===== config.mk =====
export PLATFORM = sky130hd
export DESIGN_NAME = datapath_seq
export DESIGN_NICKNAME = d
export VERILOG_FILES = /design/src/rtl/datapath_pkg.sv /design/src/rtl/reg_file_param.sv /design/src/rtl/datapath_seq.sv
export SDC_FILE = /design/constraint.sdc
export NUM_CORES = 2
export LEC_CHECK = 0
export CAP_MARGIN = 40
export CELL_PAD_IN_SITES_DETAIL_PLACEMENT = 1
export CELL_PAD_IN_SITES_GLOBAL_PLACEMENT = 1
export CORE_MARGIN = 2
export CORE_UTILIZATION = 40
export CTS_CLUSTER_SIZE = 25
export DETAILED_ROUTE_END_ITERATION = 12
export PLACE_DENSITY_LB_ADDON = 0.1
export SLEW_MARGIN = 20
export SYNTH_ARGS = -nofsm -noshare
export SYNTH_HDL_FRONTEND = slang
export SYNTH_SLANG_ARGS = --single-unit

===== constraint.sdc =====
create_clock -name clock -period 10.7 [get_ports clock]
set_input_delay 1.07 -clock clock [delete_from_list [all_inputs] [get_ports clock]]
set_output_delay 1.07 -clock clock [all_outputs]
set_load 0.005 [all_outputs]

===== src/rtl/datapath_pkg.sv =====
// Shared definitions for the datapath_seq execution core: opcodes,
// sequencer states and instruction field positions.
package datapath_pkg;

  localparam int OP_W = 5;

  localparam logic [OP_W-1:0] OP_ADD  = 5'd0;
  localparam logic [OP_W-1:0] OP_SUB  = 5'd1;
  localparam logic [OP_W-1:0] OP_AND  = 5'd2;
  localparam logic [OP_W-1:0] OP_OR   = 5'd3;
  localparam logic [OP_W-1:0] OP_MUL  = 5'd4;
  localparam logic [OP_W-1:0] OP_MFHI = 5'd5;
  localparam logic [OP_W-1:0] OP_MFLO = 5'd6;
  localparam logic [OP_W-1:0] OP_HALT = 5'd7;

  typedef enum logic [2:0] {
    ST_IDLE = 3'd0,
    ST_T0   = 3'd1,
    ST_T1   = 3'd2,
    ST_T2   = 3'd3,
    ST_T3   = 3'd4,
    ST_T4   = 3'd5,
    ST_T5   = 3'd6,
    ST_HALT = 3'd7
  } state_e;

  // Register fields sit directly below the opcode: idx 0 = ra, 1 = rb, 2 = rc.
  function automatic int field_lsb(input int data_w, input int reg_aw, input int idx);
    return data_w - OP_W - (idx + 1) * reg_aw;
  endfunction

endpackage


===== src/rtl/reg_file_param.sv =====
// General-purpose register file: one write port, two operand read ports
// and a debug read port. All reads are combinational, so a read of the
// register being written shows the value from before the edge.
module reg_file_param #(
  parameter int NUM_REGS = 16,
  parameter int DATA_W   = 32
) (
  input  logic                        clock,
  input  logic                        clear,
  input  logic                        we,
  input  logic [$clog2(NUM_REGS)-1:0] waddr,
  input  logic [DATA_W-1:0]           wdata,
  input  logic [$clog2(NUM_REGS)-1:0] raddr_a,
  output logic [DATA_W-1:0]           rdata_a,
  input  logic [$clog2(NUM_REGS)-1:0] raddr_b,
  output logic [DATA_W-1:0]           rdata_b,
  input  logic [$clog2(NUM_REGS)-1:0] dbg_addr,
  output logic [DATA_W-1:0]           dbg_rdata
);

  logic [DATA_W-1:0]   regs_q [NUM_REGS];
  logic [NUM_REGS-1:0] wr_hit_d;

  // Decode the write address into a one-hot per-register enable.
  always_comb begin
    wr_hit_d = '0;
    if (we) begin
      wr_hit_d[waddr] = 1'b1;
    end
  end

  // Storage: only the addressed entry is updated on a write.
  always_ff @(posedge clock or negedge clear) begin
    if (!clear) begin
      for (int i = 0; i < NUM_REGS; i++) begin
        regs_q[i] <= '0;
      end
    end else begin
      for (int i = 0; i < NUM_REGS; i++) begin
        if (wr_hit_d[i]) begin
          regs_q[i] <= wdata;
        end
      end
    end
  end

  assign rdata_a   = regs_q[raddr_a];
  assign rdata_b   = regs_q[raddr_b];
  assign dbg_rdata = regs_q[dbg_addr];

endmodule


===== src/rtl/datapath_seq.sv =====
// Single-bus datapath with a built-in T0..T5 microstep sequencer that
// fetches and executes register-register ALU instructions.
//
// state | meaning
// ------+---------------------------------------------------------
// IDLE  | waiting for run
// T0    | MAR <= PC, Z <= PC+1
// T1    | fetch request; wait for mem_ack, then MDR <= data, PC <= Zlow
// T2    | IR <= MDR
// T3    | Y <= R[rb]
// T4    | Z <= Y op R[rc]
// T5    | writeback / HI,LO update / halt / illegal flag
// HALT  | terminal; only clear leaves it
module datapath_seq
  import datapath_pkg::*;
#(
  parameter int DATA_W   = 32,
  parameter int NUM_REGS = 16
) (
  input  logic                        clock,
  input  logic                        clear,
  input  logic                        run,
  output logic [DATA_W-1:0]           mem_addr,
  output logic                        mem_req,
  input  logic                        mem_ack,
  input  logic [DATA_W-1:0]           mem_rdata,
  input  logic [$clog2(NUM_REGS)-1:0] dbg_sel,
  output logic [DATA_W-1:0]           dbg_rdata,
  output logic [DATA_W-1:0]           pc,
  output logic                        busy,
  output logic                        halted,
  output logic                        illegal
);

  localparam int REG_AW = $clog2(NUM_REGS);
  localparam int OP_LSB = DATA_W - OP_W;
  localparam int RA_LSB = field_lsb(DATA_W, REG_AW, 0);
  localparam int RB_LSB = field_lsb(DATA_W, REG_AW, 1);
  localparam int RC_LSB = field_lsb(DATA_W, REG_AW, 2);
  localparam logic [DATA_W-1:0] ZERO_W = '0;

  if (DATA_W < OP_W + 3 * REG_AW) begin : g_bad_width
    $error("datapath_seq: DATA_W too narrow for opcode and three register fields");
  end
  if (NUM_REGS < 2 || (1 << REG_AW) != NUM_REGS) begin : g_bad_regs
    $error("datapath_seq: NUM_REGS must be a power of two and at least 2");
  end

  state_e              state_q, state_d;
  logic [DATA_W-1:0]   pc_q, pc_d;
  logic [DATA_W-1:0]   ir_q, ir_d;
  logic [DATA_W-1:0]   mar_q, mar_d;
  logic [DATA_W-1:0]   mdr_q, mdr_d;
  logic [DATA_W-1:0]   y_q, y_d;
  logic [2*DATA_W-1:0] z_q, z_d;
  logic [DATA_W-1:0]   hi_q, hi_d;
  logic [DATA_W-1:0]   lo_q, lo_d;
  logic                halted_q, halted_d;
  logic                illegal_q, illegal_d;

  logic [OP_W-1:0]     op;
  logic [REG_AW-1:0]   ra, rb, rc;
  logic [DATA_W-1:0]   pc_inc;
  logic [2*DATA_W-1:0] product;
  logic [DATA_W-1:0]   rf_rdata_a, rf_rdata_b;
  logic                rf_we;
  logic [DATA_W-1:0]   rf_wdata;

  assign op = ir_q[OP_LSB +: OP_W];
  assign ra = ir_q[RA_LSB +: REG_AW];
  assign rb = ir_q[RB_LSB +: REG_AW];
  assign rc = ir_q[RC_LSB +: REG_AW];

  // Bits below rc carry no meaning for this instruction set.
  if (RC_LSB > 0) begin : g_ir_pad
    logic ir_pad_unused;
    assign ir_pad_unused = ^ir_q[RC_LSB-1:0];
  end

  assign pc_inc  = pc_q + {{(DATA_W-1){1'b0}}, 1'b1};
  assign product = {ZERO_W, y_q} * {ZERO_W, rf_rdata_b};

  reg_file_param #(
    .NUM_REGS (NUM_REGS),
    .DATA_W   (DATA_W)
  ) u_rf (
    .clock     (clock),
    .clear     (clear),
    .we        (rf_we),
    .waddr     (ra),
    .wdata     (rf_wdata),
    .raddr_a   (rb),
    .rdata_a   (rf_rdata_a),
    .raddr_b   (rc),
    .rdata_b   (rf_rdata_b),
    .dbg_addr  (dbg_sel),
    .dbg_rdata (dbg_rdata)
  );

  // Sequencer next state plus all datapath register transfers per microstep.
  always_comb begin
    state_d   = state_q;
    pc_d      = pc_q;
    ir_d      = ir_q;
    mar_d     = mar_q;
    mdr_d     = mdr_q;
    y_d       = y_q;
    z_d       = z_q;
    hi_d      = hi_q;
    lo_d      = lo_q;
    halted_d  = halted_q;
    illegal_d = illegal_q;
    rf_we     = 1'b0;
    rf_wdata  = z_q[DATA_W-1:0];

    case (state_q)
      ST_IDLE: begin
        if (run) begin
          state_d = ST_T0;
        end
      end
      ST_T0: begin
        mar_d   = pc_q;
        z_d     = {ZERO_W, pc_inc};
        state_d = ST_T1;
      end
      ST_T1: begin
        if (mem_ack) begin
          mdr_d   = mem_rdata;
          pc_d    = z_q[DATA_W-1:0];
          state_d = ST_T2;
        end
      end
      ST_T2: begin
        ir_d    = mdr_q;
        state_d = ST_T3;
      end
      ST_T3: begin
        y_d     = rf_rdata_a;
        state_d = ST_T4;
      end
      ST_T4: begin
        case (op)
          OP_ADD:  z_d = {ZERO_W, y_q + rf_rdata_b};
          OP_SUB:  z_d = {ZERO_W, y_q - rf_rdata_b};
          OP_AND:  z_d = {ZERO_W, y_q & rf_rdata_b};
          OP_OR:   z_d = {ZERO_W, y_q | rf_rdata_b};
          OP_MUL:  z_d = product;
          default: z_d = z_q;
        endcase
        state_d = ST_T5;
      end
      ST_T5: begin
        // Undefined opcodes flag illegal but never write back.
        case (op)
          OP_ADD, OP_SUB, OP_AND, OP_OR: begin
            rf_we    = 1'b1;
            rf_wdata = z_q[DATA_W-1:0];
          end
          OP_MUL: begin
            hi_d = z_q[2*DATA_W-1:DATA_W];
            lo_d = z_q[DATA_W-1:0];
          end
          OP_MFHI: begin
            rf_we    = 1'b1;
            rf_wdata = hi_q;
          end
          OP_MFLO: begin
            rf_we    = 1'b1;
            rf_wdata = lo_q;
          end
          OP_HALT: begin
            halted_d = 1'b1;
          end
          default: begin
            illegal_d = 1'b1;
          end
        endcase
        if (op == OP_HALT) begin
          state_d = ST_HALT;
        end else if (run) begin
          state_d = ST_T0;
        end else begin
          state_d = ST_IDLE;
        end
      end
      ST_HALT: begin
        state_d = ST_HALT;
      end
      default: begin
        state_d = ST_IDLE;
      end
    endcase
  end

  // Datapath and sequencer registers; clear aborts any instruction in flight.
  always_ff @(posedge clock or negedge clear) begin
    if (!clear) begin
      state_q   <= ST_IDLE;
      pc_q      <= '0;
      ir_q      <= '0;
      mar_q     <= '0;
      mdr_q     <= '0;
      y_q       <= '0;
      z_q       <= '0;
      hi_q      <= '0;
      lo_q      <= '0;
      halted_q  <= 1'b0;
      illegal_q <= 1'b0;
    end else begin
      state_q   <= state_d;
      pc_q      <= pc_d;
      ir_q      <= ir_d;
      mar_q     <= mar_d;
      mdr_q     <= mdr_d;
      y_q       <= y_d;
      z_q       <= z_d;
      hi_q      <= hi_d;
      lo_q      <= lo_d;
      halted_q  <= halted_d;
      illegal_q <= illegal_d;
    end
  end

  assign mem_addr = mar_q;
  assign mem_req  = (state_q == ST_T1);
  assign pc       = pc_q;
  assign busy     = (state_q inside {ST_T0, ST_T1, ST_T2, ST_T3, ST_T4, ST_T5});
  assign halted   = halted_q;
  assign illegal  = illegal_q;

endmodule


## Yosys cells after proc, flatten, opt, wreduce, memory -nomap -nowiden

Index checks and enable logic that the tools add are counted.

- Magnitude comparators: 5
- Reduce and logical (&&, ||, !) cells: 13
- Multiply operators: 1
- Mux-type cells: 23
- Add/sub/neg operators: 3
- Equal/unequal tests: 17
- Bitwise operators: 6

Operator list:

| cell | count |
|---|---|
| $bmux W32 S4 | 3 |
| $pmux W64 S5 | 1 |
| $mux W32 | 7 |
| $pmux W64 S2 | 1 |
| $mul A32 B32 Y64 | 1 |
| $pmux W32 S2 | 1 |
| $add A32 B1 Y32 const B | 1 |
| $add A32 B32 Y32 | 1 |
| $and A32 B32 Y32 | 1 |
| $or A32 B32 Y32 | 1 |
| $sub A32 B32 Y32 | 1 |
| $pmux W3 S8 | 1 |
| $eq A5 B3 Y1 const B | 4 |
| $mux W16 | 1 |
| $ge A5 B5 Y1 const B | 3 |
| $not A4 Y5 | 3 |
| $eq A3 B3 Y1 const B | 4 |
| $reduce_and A2 Y1 | 6 |
| $eq A5 B2 Y1 const B | 2 |
| $mux W3 | 3 |
| $reduce_or A8 Y1 | 1 |
| $eq A3 B2 Y1 const B | 2 |
| $ne A6 B1 Y1 const B | 1 |
| $reduce_bool A6 Y1 | 1 |
| 14 further kinds | 17 |

- Word-level logic and storage cells: 95
- Register bits after elaboration: 805

## Longest topological paths before layout

- Depth after elaboration: 7
- Depth in mapped cells: 38
- Mapped depth without buffers: 29

## Hierarchy

Synthesis repeated with hierarchy kept, for this count alone.

- Cells, all modules: 6964
- Area total of the unflattened synthesis: 77585.7 um2

Modules (own cells, without submodules):

| module | cells an instance | area an instance (um2) | times used |
|---|---|---|---|
| datapath_seq | 5017 | 47433.0 | 1 |
| reg_file_param | 1947 | 30152.7 | 1 |

## Worst setup path before layout

OpenSTA, ideal clock, no wires.

- Kind: register to register
- From: register ir_q[15]
- To: register z_q[60]
- Data required time: 10617 ps
- Stages on the path, launching flop included: 35
- Path buffers: 7
- Period minus slack after synthesis: 9163 ps
- Data arrival time: 9080 ps
- Setup slack: 1537 ps
- Cell sequence: dfrtp_1 -> buf_6 -> buf_6 -> buf_6 -> buf_2 -> buf_4 -> mux2i_1 -> a221oi_1 -> nor2_1 -> o21ai_0 -> clkbuf_1 -> clkbuf_1 -> nand2_1 -> fa_1 -> inv_1 -> fa_1 -> inv_1 -> fa_1 -> fa_1 -> inv_1 -> fa_1 -> fa_1 -> fa_1 -> fa_1 -> ha_1 -> a21oi_1 -> o21bai_1 -> a221oi_1 -> and3_1 -> a21oi_1 -> o31a_1 -> a221oi_1 -> o41ai_1 -> xnor2_1 -> o21ai_0

- Cells in the longest elaborated chain, start to end: 7

RTL lines:

| item | line | source |
|---|---|---|
| start: declaration | datapath_seq.sv:51 | `logic [DATA_W-1:0] ir_q, ir_d;` |
| start signal: assignment | datapath_seq.sv:213 | `ir_q <= ir_d;` |
| $not A4 Y5 (implied by the code) | reg_file_param.sv:48 | `assign rdata_b = regs_q[raddr_b];` |
| $bmux W32 S4 | reg_file_param.sv:48 |  |
| $mux W32 (implied by the code) (2 in a row) | reg_file_param.sv:48 |  |
| $mul A32 B32 Y64 | datapath_seq.sv:81 | `assign product = {ZERO_W, y_q} * {ZERO_W, rf_rdata_b};` |
| $pmux W64 S5 | datapath_seq.sv:143 | `case (op)` |
| $pmux W64 S2 | datapath_seq.sv:116 | `case (state_q)` |
| end signal: assignment | datapath_seq.sv:217 | `z_q <= z_d;` |
| end: declaration | datapath_seq.sv:55 | `logic [2*DATA_W-1:0] z_q, z_d;` |

Every way passes these cells. The select of a mux whose other input is x is not followed.
A chain may end at the register's enable or synchronous reset.

## Worst setup path in the final report

- From: register ir_q[15]
- To: register z_q[63]

The elaborated chain is that of the path after synthesis.

==> flow_summary.toml <==
[final_layout]
final_core_util_pct = 45.08
syn_to_final_growth_pct = 12.08
final_nets = 8611
drive_gt1_share_pct = 16.61

[drt]
antenna_left = 0
wl_mm = 284.4
route.detailed.drc = 0
first_iter_violations = 3609
vias_per_cell = 5.717
vias = 56980
dr.pass1.iters = 7
post_drt_wl_per_cell_um = 28.54

[logic_synthesis]
yosysUniqueCellTypes = 76
synth_area_leaders = "dfrtp_1, fa_1, mux4_2, nand2_1, ha_1"
seq_area_frac_synth_pct = 25.41
syn_inst = 7336
synth_top_area_share_pct = 25.41
synth_area_um2 = 76330
yosysWarnings = 0
synth.largest_area_cell = "dfrtp_1"
syn_avg_cell_area_um2 = 10.40
async_flop_share_pct = 100.0
synth-seq-cells = 775
syn-num-nets = 8571
synth_edf_count = 0
ys.flop_type = "dfrtp_1"

[pwr]
sw_frac_of_total_pct = 48.02
p_clk_share_pct = 16.8
p_int_w = 0.009821
combPwrFrac_pct = 58.3
power.density_nw_per_um2 = 220.9
power.switching_w = 0.009074
leakagePower_nw = 39.20
peakVddDrop_v = 0.0001881
finalPower_w = 0.01890
seqPwrFrac_pct = 24.9

[sta]
rsz0062_at_grt = "false"
tightest_slew_ns = 0.9478
tns_ns = 0
slew_headroom_pct = 36.81
drv_slew = 0
hold_viol = 0
clock-skew-final_ns = 0.05763
min_period_ns = 10.23
fmax_mhz = 97.76
finalSetupViolCount = 0
min_period_over_period_pct = 95.60

[worst_setup_path]
cp_slowest_cell = "dfrtp_4"
r2r_slack_ns = 0.47
setup.worst_path.start = "ir_q[15]$_DFFE_PN0N_"
start_kind = "register"
crit_type = "register to register"
critPathArrivalTime_ns = 10.88
worst_r2r_endpoint = "z_q[63]$_DFFE_PN0P_"
setup.worst_path.end = "z_q[63]$_DFFE_PN0P_"
critPathMaxStageDelay_ns = 0.69
critPathMaxFanout = 37
crit_path_end_kind = "register"
worstReg2RegStart = "ir_q[15]$_DFFE_PN0N_"
critical_path_required_ns = 11.35
cp_common_cell = "fa_1"
reg2reg_depth = 31

[place]
io_buffers = 124
dp_hpwl_mm = 210.5
place.gp.congestion = 0.8902

[floorplan]
num_io_pins = 140
core_area_um2 = 189800
dieHeight_um = 440.8
die_w_um = 440.8
start_util_pct = 40.22
num_rows = 160
fp.dieArea_um2 = 194300

[clock_network]
cts.sinks = 775
numCtsBuffers = 88
cts-root-buf = "clkbuf_16"
clockBufferDepth = 3
cts_tree = "done"
h-tree-depth = 3
clkTransAtPathRegs_ns = 0.06
cts_hold_buf = 0
clock_latency_ns = 0.77

[run]
maxCapViolCount = 0

[global_route]
grt_overflow = 0
track_usage_pct = 30.06
grt_pass1_wl_mm = 427.2
grt_start_max_net_pins = 164
grt_pass1_vias = 62695
antenna_found_initial = 15

[hold_path]
hold_class = "primary input to asynchronous set/reset pin"

[run_status]
status = "finished clean"
final cells by class:
type / count / area (um2)
sequential: 775 / 19420
clock inverter: 38 / 425.4
multi-input combinational: 5154 / 51820
fill: 20605 / 104200
timing repair buffer: 483 / 4907
clock buffer: 124 / 2539
tap: 2511 / 3142
antenna: 7 / 17.52
inverter: 874 / 3281
synthesized netlist by cell type, types with 191 or more instances:
master    number
mux4_2       453
and2_1       580
o21ai_0      527
inv_1        872
mux2_2       191
a21oi_1      304
fa_1         897
clkbuf_1     462
ha_1         298
dfrtp_1      775
nor2_1       244
nand2_1     1006
logic make-up (layout without fill, tap and decap cells):
kind of cell,after synthesis,count (layout),synth area share (%)
xor+xnor,146,146,1.675
compound gates,1120,1120,8.381
buf+inv,1407,1519,7.035
other cells,0,7,0
fa+ha+maj,1218,1218,28.71
simple gates,2005,2005,12.33
flops,775,775,25.41
mux,665,665,16.46
registers in the layout, indices dropped and copies added, names as in the netlist, 32 cells and up:
name / flops
u_rf.regs_q: 512
z_q: 64
hi_q: 32
lo_q: 32
mem_addr: 32
pc: 32
y_q: 32
layer usage:
metal	GRT usage (%)	vias to the layer above	share of wire, %
met5	0	-	0.0046
met4	10.09	2	3.8
met3	3.669	393	4.9
met2	50.99	1441	49
met1	39.94	30751	42
li1	-	24393	-
metrics by stage:
step	setup slack, ns	area, um2	hold slack (ns)	instances
finish	0.4709	85550	0.3704	9966
global route	0.08107	85530	0.4338	9959
CTS	0.3698	85340	0.3900	9948
detailed placement	0.4458	82380	0.4688	9786
global placement	0.3617	81560	0.4640	9749
floorplan	1.537	76330	0.4450	7336
power by group through the flow:
stage / sequential, W / combinational, W / clock (W)
3_3_place_gp: 0.00470 / 0.0106 / 0
6_report: 0.00471 / 0.0110 / 0.00317
2_1_floorplan: 0.00416 / 0.00654 / 0
5_1_grt: 0.00481 / 0.0118 / 0.00334
3_5_place_dp: 0.00474 / 0.0109 / 0
4_1_cts: 0.00469 / 0.0109 / 0.00324
repair_timing:
action	CTS	global route
setup endpoints to repair	0	1
gates resized for setup	0	1
setup buffers	0	3
critical path: cells and delay by family, from the launching register on:
kind	cells	cell delay (ns)
adders and majority gates	9	4.57
and+or+nand+nor	3	0.41
muxes	2	1.05
AOI/OAI and AO/OA	7	1.55
buffers and inverters	9	1.49
DFF	1	0.69
xor gates and xnor gates	1	0.16
worst min-delay path by stage:
| stage | slack, ns | to |
|---|---|---|
| after detailed placement | 0.47 | z_q[54]$_DFFE_PN0P_ |
| after global placement | 0.46 | z_q[53]$_DFFE_PN0P_ |
| after CTS | 0.39 | u_rf.regs_q[297]$_DFFE_PN0P_ |
| after global routing | 0.43 | u_rf.regs_q[361]$_DFFE_PN0P_ |
| final | 0.37 | u_rf.regs_q[361]$_DFFE_PN0P_ |
| after floorplan | 0.45 | z_q[62]$_DFFE_PN0P_ |
cells in the final DEF (no fill, tap or decap), types with 18 or more instances in the layout:
cell	instances
buf_16	20
inv_1	872
clkbuf_16	89
a221oi_1	24
a21oi_1	294
ha_1	298
xor2_1	60
a31oi_1	18
clkbuf_8	18
a21o_1	43
nor3_1	21
nand3_1	29
clkdlybuf4s50_1	119
mux2_2	191
nor2_1	241
and2_1	579
a211oi_1	19
o21ai_0	526
buf_12	38
a22oi_1	67
mux4_2	453
nand4_1	29
clkinv_2	21
and3_1	19
maj3_1	23
xnor2_1	86
dfrtp_1	762
mux2i_1	19
buf_4	288
fa_1	897
nand2_1	992
(Power assumes the default switching activity.)
